`config.mk`:
```
export PLATFORM = sky130hd
export DESIGN_NAME = hcode_stream_arbiter
export DESIGN_NICKNAME = d
export VERILOG_FILES = /design/src/rtl/hcode_stream_arbiter.sv
export SDC_FILE = /design/constraint.sdc
export NUM_CORES = 1
export LEC_CHECK = 0
export BUFFER_PORTS_ARGS = -buffer_cell sky130_fd_sc_hd__buf_2
export CORE_AREA = 2 2 253 255
export CTS_CLUSTER_SIZE = 12
export DETAILED_ROUTE_END_ITERATION = 7
export DIE_AREA = 0 0 255 257
export HOLD_SLACK_MARGIN = 0.15
export PLACE_DENSITY_LB_ADDON = 0.05
export REMOVE_ABC_BUFFERS = 1
export SKIP_CTS_REPAIR_TIMING = 1
export SYNTH_ARGS = -nofsm -noshare
export SYNTH_HDL_FRONTEND = slang
export SYNTH_SLANG_ARGS = --single-unit
```
`constraint.sdc`:
```
create_clock -name ip_clk -period 2.6 [get_ports ip_clk]
set_clock_uncertainty 0.1 [all_clocks]
set_input_delay 0.26 -clock ip_clk [delete_from_list [all_inputs] [get_ports ip_clk]]
set_output_delay 0.26 -clock ip_clk [all_outputs]
set_load 0.05 [all_outputs]
```
`src/rtl/hcode_stream_arbiter.sv`:
```
// hcode_stream_arbiter: round-robin, burst-capped merge of NUM_CH ap_fifo producers onto one ap_fifo writer.
// Define HCODE_ARB_STATS_EN to add per-channel popped-word counters readable via stat_sel/stat_words.
module hcode_stream_arbiter #(
  parameter int NUM_CH    = 4,
  parameter int DATA_W    = 128,
  parameter int BURST_MAX = 16
) (
  input  logic                     ip_clk,
  input  logic                     ip_rst_n,
  input  logic [NUM_CH*DATA_W-1:0] ch_din,
  input  logic [NUM_CH-1:0]        ch_write,
  output logic [NUM_CH-1:0]        ch_full,
  output logic [DATA_W-1:0]        out_r_din,
  output logic                     out_r_write,
  input  logic                     out_r_full,
  output logic [NUM_CH-1:0]        grant,
  output logic                     busy
`ifdef HCODE_ARB_STATS_EN
  ,
  input  logic [$clog2(NUM_CH)-1:0] stat_sel,
  output logic [31:0]               stat_words
`endif
);
  localparam int PW = $clog2(NUM_CH);
  localparam int BW = $clog2(BURST_MAX + 1);
  typedef enum logic {IDLE, GRANT} state_t;
  state_t              state_q, state_d;
  logic [NUM_CH-1:0]   hold_v_q, hold_v_d, grant_q, grant_d, pop, load;
  logic [DATA_W-1:0]   hold_q [NUM_CH];
  logic [DATA_W-1:0]   hold_d [NUM_CH];
  logic [BW-1:0]       beat_cnt_q, beat_cnt_d;
  logic [PW-1:0]       rr_ptr_q, rr_ptr_d, g, nxt_ptr;
  logic                rel;
  // First set bit of v searching upward from p; the wrap is an explicit compare so odd NUM_CH works.
  function automatic logic [PW-1:0] pick(input logic [NUM_CH-1:0] v, input logic [PW-1:0] p);
    logic [PW-1:0] r;
    int j;
    r = '0;
    for (int k = NUM_CH - 1; k >= 0; k--) begin
      j = int'(p) + k;
      if (j >= NUM_CH) j = j - NUM_CH;
      if (v[j]) r = PW'(j);
    end
    return r;
  endfunction
  function automatic logic [NUM_CH-1:0] oh(input logic [PW-1:0] i);
    return NUM_CH'(1) << i;
  endfunction
  always_comb begin
    g = '0;
    for (int i = 0; i < NUM_CH; i++) if (grant_q[i]) g = PW'(i);
    pop      = {NUM_CH{state_q == GRANT && !out_r_full}} & grant_q & hold_v_q;
    ch_full  = hold_v_q & ~pop;
    load     = ch_write & ~ch_full;
    hold_v_d = load | (hold_v_q & ~pop);
    for (int i = 0; i < NUM_CH; i++) hold_d[i] = load[i] ? ch_din[i*DATA_W +: DATA_W] : hold_q[i];
    out_r_write = |pop;
    out_r_din   = out_r_write ? hold_q[g] : '0;
    grant       = grant_q;
    busy        = |hold_v_q || state_q == GRANT;
  end
  // Release when the granted producer ran dry or the burst cap was just reached; regrant with no bubble.
  always_comb begin
    nxt_ptr    = (g == PW'(NUM_CH - 1)) ? '0 : g + 1'b1;
    rel        = !hold_v_d[g] || (pop[g] && beat_cnt_q == BW'(BURST_MAX - 1));
    state_d    = state_q;
    grant_d    = grant_q;
    beat_cnt_d = beat_cnt_q;
    rr_ptr_d   = rr_ptr_q;
    if (state_q == IDLE) begin
      state_d    = |hold_v_q ? GRANT : IDLE;
      grant_d    = |hold_v_q ? oh(pick(hold_v_q, rr_ptr_q)) : '0;
      beat_cnt_d = '0;
    end else if (rel) begin
      rr_ptr_d   = nxt_ptr;
      beat_cnt_d = '0;
      state_d    = |hold_v_d ? GRANT : IDLE;
      grant_d    = |hold_v_d ? oh(pick(hold_v_d, nxt_ptr)) : '0;
    end else begin
      beat_cnt_d = pop[g] ? beat_cnt_q + 1'b1 : beat_cnt_q;
    end
  end
  always_ff @(posedge ip_clk or negedge ip_rst_n) begin
    if (!ip_rst_n) begin
      state_q    <= IDLE;
      grant_q    <= '0;
      hold_v_q   <= '0;
      beat_cnt_q <= '0;
      rr_ptr_q   <= '0;
      for (int i = 0; i < NUM_CH; i++) hold_q[i] <= '0;
    end else begin
      state_q    <= state_d;
      grant_q    <= grant_d;
      hold_v_q   <= hold_v_d;
      beat_cnt_q <= beat_cnt_d;
      rr_ptr_q   <= rr_ptr_d;
      for (int i = 0; i < NUM_CH; i++) hold_q[i] <= hold_d[i];
    end
  end
`ifdef HCODE_ARB_STATS_EN
  logic [31:0] cnt_q [NUM_CH];
  logic [31:0] cnt_d [NUM_CH];
  logic [31:0] stat_words_q, stat_words_d;
  always_comb begin
    for (int i = 0; i < NUM_CH; i++) cnt_d[i] = cnt_q[i] + 32'(pop[i]);
    stat_words_d = (int'(stat_sel) < NUM_CH) ? cnt_q[stat_sel] : '0;
    stat_words   = stat_words_q;
  end
  always_ff @(posedge ip_clk or negedge ip_rst_n) begin
    if (!ip_rst_n) begin
      stat_words_q <= '0;
      for (int i = 0; i < NUM_CH; i++) cnt_q[i] <= '0;
    end else begin
      stat_words_q <= stat_words_d;
      for (int i = 0; i < NUM_CH; i++) cnt_q[i] <= cnt_d[i];
    end
  end
`endif
endmodule
```
==> results.py, run 1 <==
metrics = {
    "run_status": {
        "status": "complete, but fails checks",
        "violations": "setup timing",
    },
    "place": {
        "dp_cells": 3503,
        "dpl.hpwl_mm": 56.92,
        "port_buffers": 656,
        "pre_cts_ws_ps": 58.05,
        "gp_congestion": 0.8349,
        "postPlaceCellArea_sq_um": 29050,
    },
    "cells_and_area": {
        "nNetsFinal": 3810,
        "area_growth_pct": 53.83,
        "finalNonFillerCells": 4201,
        "drive_above_1_share_pct": 43.17,
        "fill_cells": 5282,
        "fin_area_sq_um": 37760,
    },
    "yosys": {
        "synth_ff_type": "dfrtp_1",
        "ys_ff_latch": 528,
        "ys_seq_area_share_pct": 53.83,
        "synth_cell_type_count": 56,
        "yosysTopAreaCell": "dfrtp_1",
        "yosys_warnings": 0,
        "async_reset_ff_share_pct": 100.0,
        "synth.top_cells.by_area": "dfrtp_1 54%, mux2_2 24%, nor2_1 6.1%",
        "syn-cell-area_sq_um": 24540,
        "syn_inst": 2092,
        "avgSynthCellArea_sq_um": 11.73,
        "synth.top_cell.area_share_pct": 53.83,
        "synth-edff-count": 0,
    },
    "die": {
        "coreArea_sq_um": 62740,
        "fp.dieW_microns": 255,
        "initial_core_util_pct": 39.12,
        "die-height_microns": 257,
        "dieArea_sq_um": 65540,
        "ios": 657,
        "rows": 92,
    },
    "setup_path": {
        "r2r_setup_slack_ps": 80,
        "start_kind": "register",
        "worst_setup_path_end_kind": "primary output",
        "crit_fanout": 8,
        "critical_path_class": "reg -> out",
        "critPathArrivalTime_ps": 2500,
        "r2r_cells": 8,
        "crit_required_ps": 2240,
        "r2r_end": "rr_ptr_q[0]$_DFFE_PN0P_",
        "reg2reg_from": "grant[2]$_DFFE_PN0P_",
    },
    "power": {
        "leakagePower_uw": 0.01700,
        "power.density_nw_per_um2": 1169,
        "vdd_drop_max_v": 0.0008353,
        "power_uw": 44130,
    },
    "timing": {
        "post-route-period-util_pct": 109.9,
        "drv_slew": 0,
        "rsz0062_at_grt": "yes",
        "slew_headroom_pct": 58.48,
        "setup_slack_ps": -257.5,
        "setup_viol": 130,
        "timing.final.crit_period_ps": 2858,
        "tightest_slew_ps": 620.8,
        "max_freq_ghz": 0.3500,
        "hold_viol_final": 0,
    },
    "cts": {
        "cts_tree": "yes",
        "clock_latency_ps": 610,
        "path_clk_slew_ps": 60,
        "cts_made_buffers": 59,
        "clk_path_buf_depth": 3,
        "cts-root-buf": "clkbuf_16",
        "cts.htree.levels": 2,
        "clock_sinks": 528,
    },
    "worst_hold_path": {
        "min_path_cells": 4,
        "min_to": "hold_v_q[0]$_DFF_PN0_",
        "min_from": "out_r_full",
        "hold_path.class": "in -> reg",
    },
    "global_route": {
        "grt_pass1_wl_mm": 117.4,
        "grt-ovfl-total": 0,
        "track_usage_pct": 23.50,
        "grt_pass1_vias": 19550,
        "antenna_found_initial": 20,
        "grt_max_degree": 130,
    },
    "detailed_routing": {
        "drc": 0,
        "vias": 21240,
        "postRouteAntennaNets": 0,
        "finalWirelength_mm": 91.58,
        "vias_per_cell": 5.056,
        "drt_iter0_markers": 1124,
        "firstDrtPassIters": 5,
        "wl_per_cell_microns": 21.80,
    },
    "run": {
        "max_cap_violations": 0,
    },
}
-- metal layers --
metal / up-vias / routed length, microns / share of wire [%] / global-route usage (%)
met1: 10700 / 37930 / 41 / 27.98
met4: 10 / 2938 / 3.2 / 9.552
met5: - / 59 / 0.064 / 0
met3: 178 / 4725 / 5.2 / 6.737
li1: 9723 / - / - / -
met2: 635 / 45920 / 50 / 39.73
-- critical path, cell delays in order (launching register included) --
cell	delay, ps
dfrtp_4	540
buf_8	170
nand2_2	130
a41o_4	460
buf_6	170
buf_12	150
nor2_1	60
buf_4	190
-- synthesized netlist by cell type, types with 3 or more instances --
library cell / number
nand2b_1: 4
o31ai_1: 3
mux2i_1: 129
nor3_1: 3
buf_1: 16
inv_1: 12
nor4_1: 3
o22ai_1: 3
mux2_2: 513
nand2_1: 12
nor2b_1: 4
dfrtp_1: 528
a32oi_1: 4
a21oi_1: 262
buf_2: 74
nand3_1: 3
and2_1: 3
nand3b_1: 4
xnor2_1: 3
clkbuf_1: 56
a211oi_1: 5
nor2_1: 399
a21oi_2: 5
-- metrics by stage --
| stage | hold WS (ps) | utilization [%] | TNS [ps] |
|---|---|---|---|
| detailed placement | 165.4 | 46.30 | 0 |
| global route | 203.8 | 60.18 | -33520 |
| global placement | 157.6 | 46.30 | 0 |
| finish | 166.1 | 60.18 | -24150 |
| CTS | -500.9 | 49.45 | -44590 |
| floorplan | -135.6 | - | -5020700 |
-- where the power goes --
group / internal (uW) / leakage, uW / switching [uW]
Clock: 5040 / 0.000975 / 3480
Combinational: 9470 / 0.00975 / 11500
Sequential: 12400 / 0.00627 / 2280
Total: 26900 / 0.0170 / 17200
-- how the worst max path moves through the flow --
stage                              end  slack, ps            startpoint
6_report                 out_r_din[50]       -260  grant[1]$_DFFE_PN0P_
5_1_grt                 out_r_din[104]       -360  grant[1]$_DFFE_PN0P_
4_1_cts                  out_r_din[78]       -640  grant[1]$_DFFE_PN0P_
3_5_place_dp             out_r_din[78]         60  grant[1]$_DFFE_PN0P_
3_3_place_gp             out_r_din[78]         90  grant[1]$_DFFE_PN0P_
2_1_floorplan  hold_q[128]$_DFFE_PN0P_      -9710  grant[2]$_DFFE_PN0P_
-- state kept, by name, indices dropped and copies added (netlist names) --
name        cells
rr_ptr_q        2
beat_cnt_q      5
hold_v_q        4
state_q         1
hold_q        512
grant           4
-- layout make-up --
cell class,instances,area (sq um),area share (%)
sequential,528,13230,35.03
multi-input combinational,1404,10870,28.79
timing repair buffer,1283,10540,27.90
inverter,13,48.80,0.1292
clock inverter,14,158.9,0.4209
tap,846,1059,2.804
clock buffer,96,1815,4.808
antenna,17,42.54,0.1127
-- placed cells by master (no fill, tap or decap), types with 11 or more instances in the layout --
cell	n
diode_2	17
buf_2	561
a21oi_1	248
clkbuf_1	17
nor2_1	369
mux2_2	513
inv_1	12
a21oi_2	19
nand2_1	11
buf_6	47
clkbuf_16	72
buf_12	35
clkbuf_8	21
mux2i_1	121
dlygate4sd3_1	524
nor2_2	26
dfrtp_1	523
buf_4	85
-- kinds of logic after synthesis --
| family | after synthesis | synth area share (%) |
|---|---|---|
| adder cells (fa/ha/maj) | 2 | 0.1019 |
| XOR/XNOR | 3 | 0.1071 |
| AO/OA/AOI/OAI | 308 | 6.872 |
| buffers and inverters | 161 | 2.870 |
| flip-flops | 528 | 53.83 |
| multiplexers | 644 | 28.92 |
| AND/OR/NAND/NOR | 446 | 7.295 |
No activity file was read; power rests on OpenSTA's default activity.
==> inputs of run 2 (changes only) <==
--- a/config.mk
+++ b/config.mk
@@ -5,7 +5,7 @@
 export SDC_FILE = /design/constraint.sdc
 export NUM_CORES = 1
 export LEC_CHECK = 0
-export BUFFER_PORTS_ARGS = -buffer_cell sky130_fd_sc_hd__buf_2
+export BUFFER_PORTS_ARGS = -buffer_cell sky130_fd_sc_hd__buf_4
 export CORE_AREA = 2 2 253 255
 export CTS_CLUSTER_SIZE = 12
 export DETAILED_ROUTE_END_ITERATION = 7
==> results.py, run 2 (same netlist as run 1, synthesis figures left out) <==
metrics = {
    "run_status": {
        "status": "complete, but fails checks",
        "violations": "setup timing",
    },
    "global_route": {
        "grt_pass1_vias": 19430,
        "grt_max_degree": 95,
        "grt-ovfl-total": 0,
        "grt_pass1_wl_mm": 116.3,
        "track_usage_pct": 23.32,
        "antenna_found_initial": 24,
    },
    "power": {
        "power_uw": 43570,
        "leakagePower_uw": 0.01722,
        "power.density_nw_per_um2": 1121,
        "vdd_drop_max_v": 0.0008436,
    },
    "cells_and_area": {
        "fill_cells": 5046,
        "mostFrequentLayoutCell": "buf_4",
        "regMostFlops": "hold_q",
        "reg_top3": "hold_q: 512 flops, beat_cnt_q: 5 flops",
        "drive_above_1_share_pct": 42.74,
        "nNetsFinal": 3783,
        "fin_area_sq_um": 38880,
        "area_growth_pct": 58.42,
        "multi_input_area_sq_um": 10920,
        "seqCellArea_sq_um": 13230,
        "finalNonFillerCells": 4171,
        "largest_register_ffs": 512,
        "mostFrequentLayoutCells": "589 x buf_4, 523 x dfrtp_1, 521 x dlygate4sd3_1",
    },
    "place": {
        "gp_congestion": 0.8432,
        "postPlaceCellArea_sq_um": 30630,
        "dpl.hpwl_mm": 56.35,
        "port_buffers": 656,
        "dp_cells": 3494,
    },
    "timing": {
        "post-route-period-util_pct": 107.7,
        "tightest_slew_ps": 733.8,
        "setup_viol": 129,
        "timing.hold.ws_ps": 104.4,
        "rsz0062_at_grt": "yes",
        "setup_tns_ps": -13170,
        "drv_slew": 0,
        "hold_viol_final": 0,
        "setup_slack_ps": -199.4,
        "timing.final.crit_period_ps": 2799,
        "slew_headroom_pct": 51.08,
        "max_freq_ghz": 0.3572,
    },
    "setup_path": {
        "crit_fanout": 5,
        "crit_path_start": "grant[1]$_DFFE_PN0P_",
        "critical_path_class": "reg -> out",
        "crit_required_ps": 2240,
        "start_kind": "register",
        "critPathArrivalTime_ps": 2440,
        "worst_setup_path_end_kind": "primary output",
        "reg2reg_from": "grant[2]$_DFFE_PN0P_",
    },
    "cts": {
        "cts-root-buf": "clkbuf_16",
        "cts_tree": "yes",
        "path_clk_slew_ps": 60,
        "clk_path_buf_depth": 3,
        "cts_made_buffers": 59,
        "clock_sinks": 528,
        "cts.htree.levels": 2,
        "clock_latency_ps": 610,
    },
    "die": {
        "coreArea_sq_um": 62740,
        "rows": 92,
        "dieArea_sq_um": 65540,
        "initial_core_util_pct": 39.12,
        "fp.dieW_microns": 255,
        "die-height_microns": 257,
        "ios": 657,
    },
    "detailed_routing": {
        "firstDrtPassIters": 5,
        "wl_per_cell_microns": 20.68,
        "postRouteAntennaNets": 0,
        "met3_wirelength_mm": 4.442,
        "vias_per_cell": 5.042,
        "drc": 0,
        "met2_length_mm": 44.07,
        "met1_length_mm": 35.36,
        "top_layer_used": "met5",
        "finalWirelength_mm": 86.26,
        "vias": 21030,
        "drt_iter0_markers": 978,
    },
    "worst_hold_path": {
        "hold_path.class": "in -> async",
    },
    "run": {
        "max_cap_violations": 0,
    },
}
==> run 2: changes by cell type in the layout (fill, tap and decap cells not counted), sizes merged <==
cell         before  now
buf             738  726
diode            17   21
inv              15   12
clkinvlp          1    0
a41o              2    1
dlygate4sd3     524  521
clkbuf          117  107
clkinv            8    7
bufinv            3    0
==> run 2: area by class of cell <==
type	instances	share of cell area, %
multi-input cells	1403	28.08
diodes	21	0.1352
clock inverters	6	0.07723
repair buffers	1257	30.26
clock buffers	97	4.582
flip-flops and latches	528	34.02
inverters	13	0.1255
well taps	846	2.722
==> run 2: where the power goes <==
group          total [uW]  internal (uW)  leakage (uW)  switching [uW]
Combinational       20900           9780        0.0101           11100
Clock                8000           4610      0.000890            3390
Sequential          14700          12400       0.00627            2320
Total               43600          26800        0.0172           16800
==> run 2: worst paths after layout <==
kind                       slack, ps  cells past startpoint                       to
min reg2reg                      400                      1  hold_q[279]$_DFFE_PN0P_
max in group asynchronous       1300                      3  hold_q[259]$_DFFE_PN0P_
min in group ip_clk              280                      5        state_q$_DFF_PN0_
max                             -200                     10            out_r_din[18]
max reg2reg                      210                      6  hold_q[224]$_DFFE_PN0P_
min                              100                      2   hold_q[91]$_DFFE_PN0P_
==> run 2: per-stage QoR <==
step | utilization (%) | setup WS [ps]
2_1_floorplan | - | -9707
5_1_grt | 61.97 | -305.8
6_report | 61.98 | -199.4
4_1_cts | 51.71 | -555.5
3_3_place_gp | 48.82 | 102.3
3_5_place_dp | 48.82 | 115.4
==> run 2: metal layers <==
layer | up-vias | track usage [%]
met1 | 10580 | 27.65
met3 | 176 | 6.969
met4 | 10 | 8.220
met5 | - | 0
li1 | 9679 | -
met2 | 585 | 39.93
==> run 2: critical path, cell delays in order (launching register included) <==
cell and delay [ps]:
dfrtp_4 520, buf_12 150, buf_12 140, buf_12 140, mux2i_1 120, nor2_1 160, a21oi_2 50, nor2_2 210
a21oi_2 50, nor2_2 130, buf_6 160
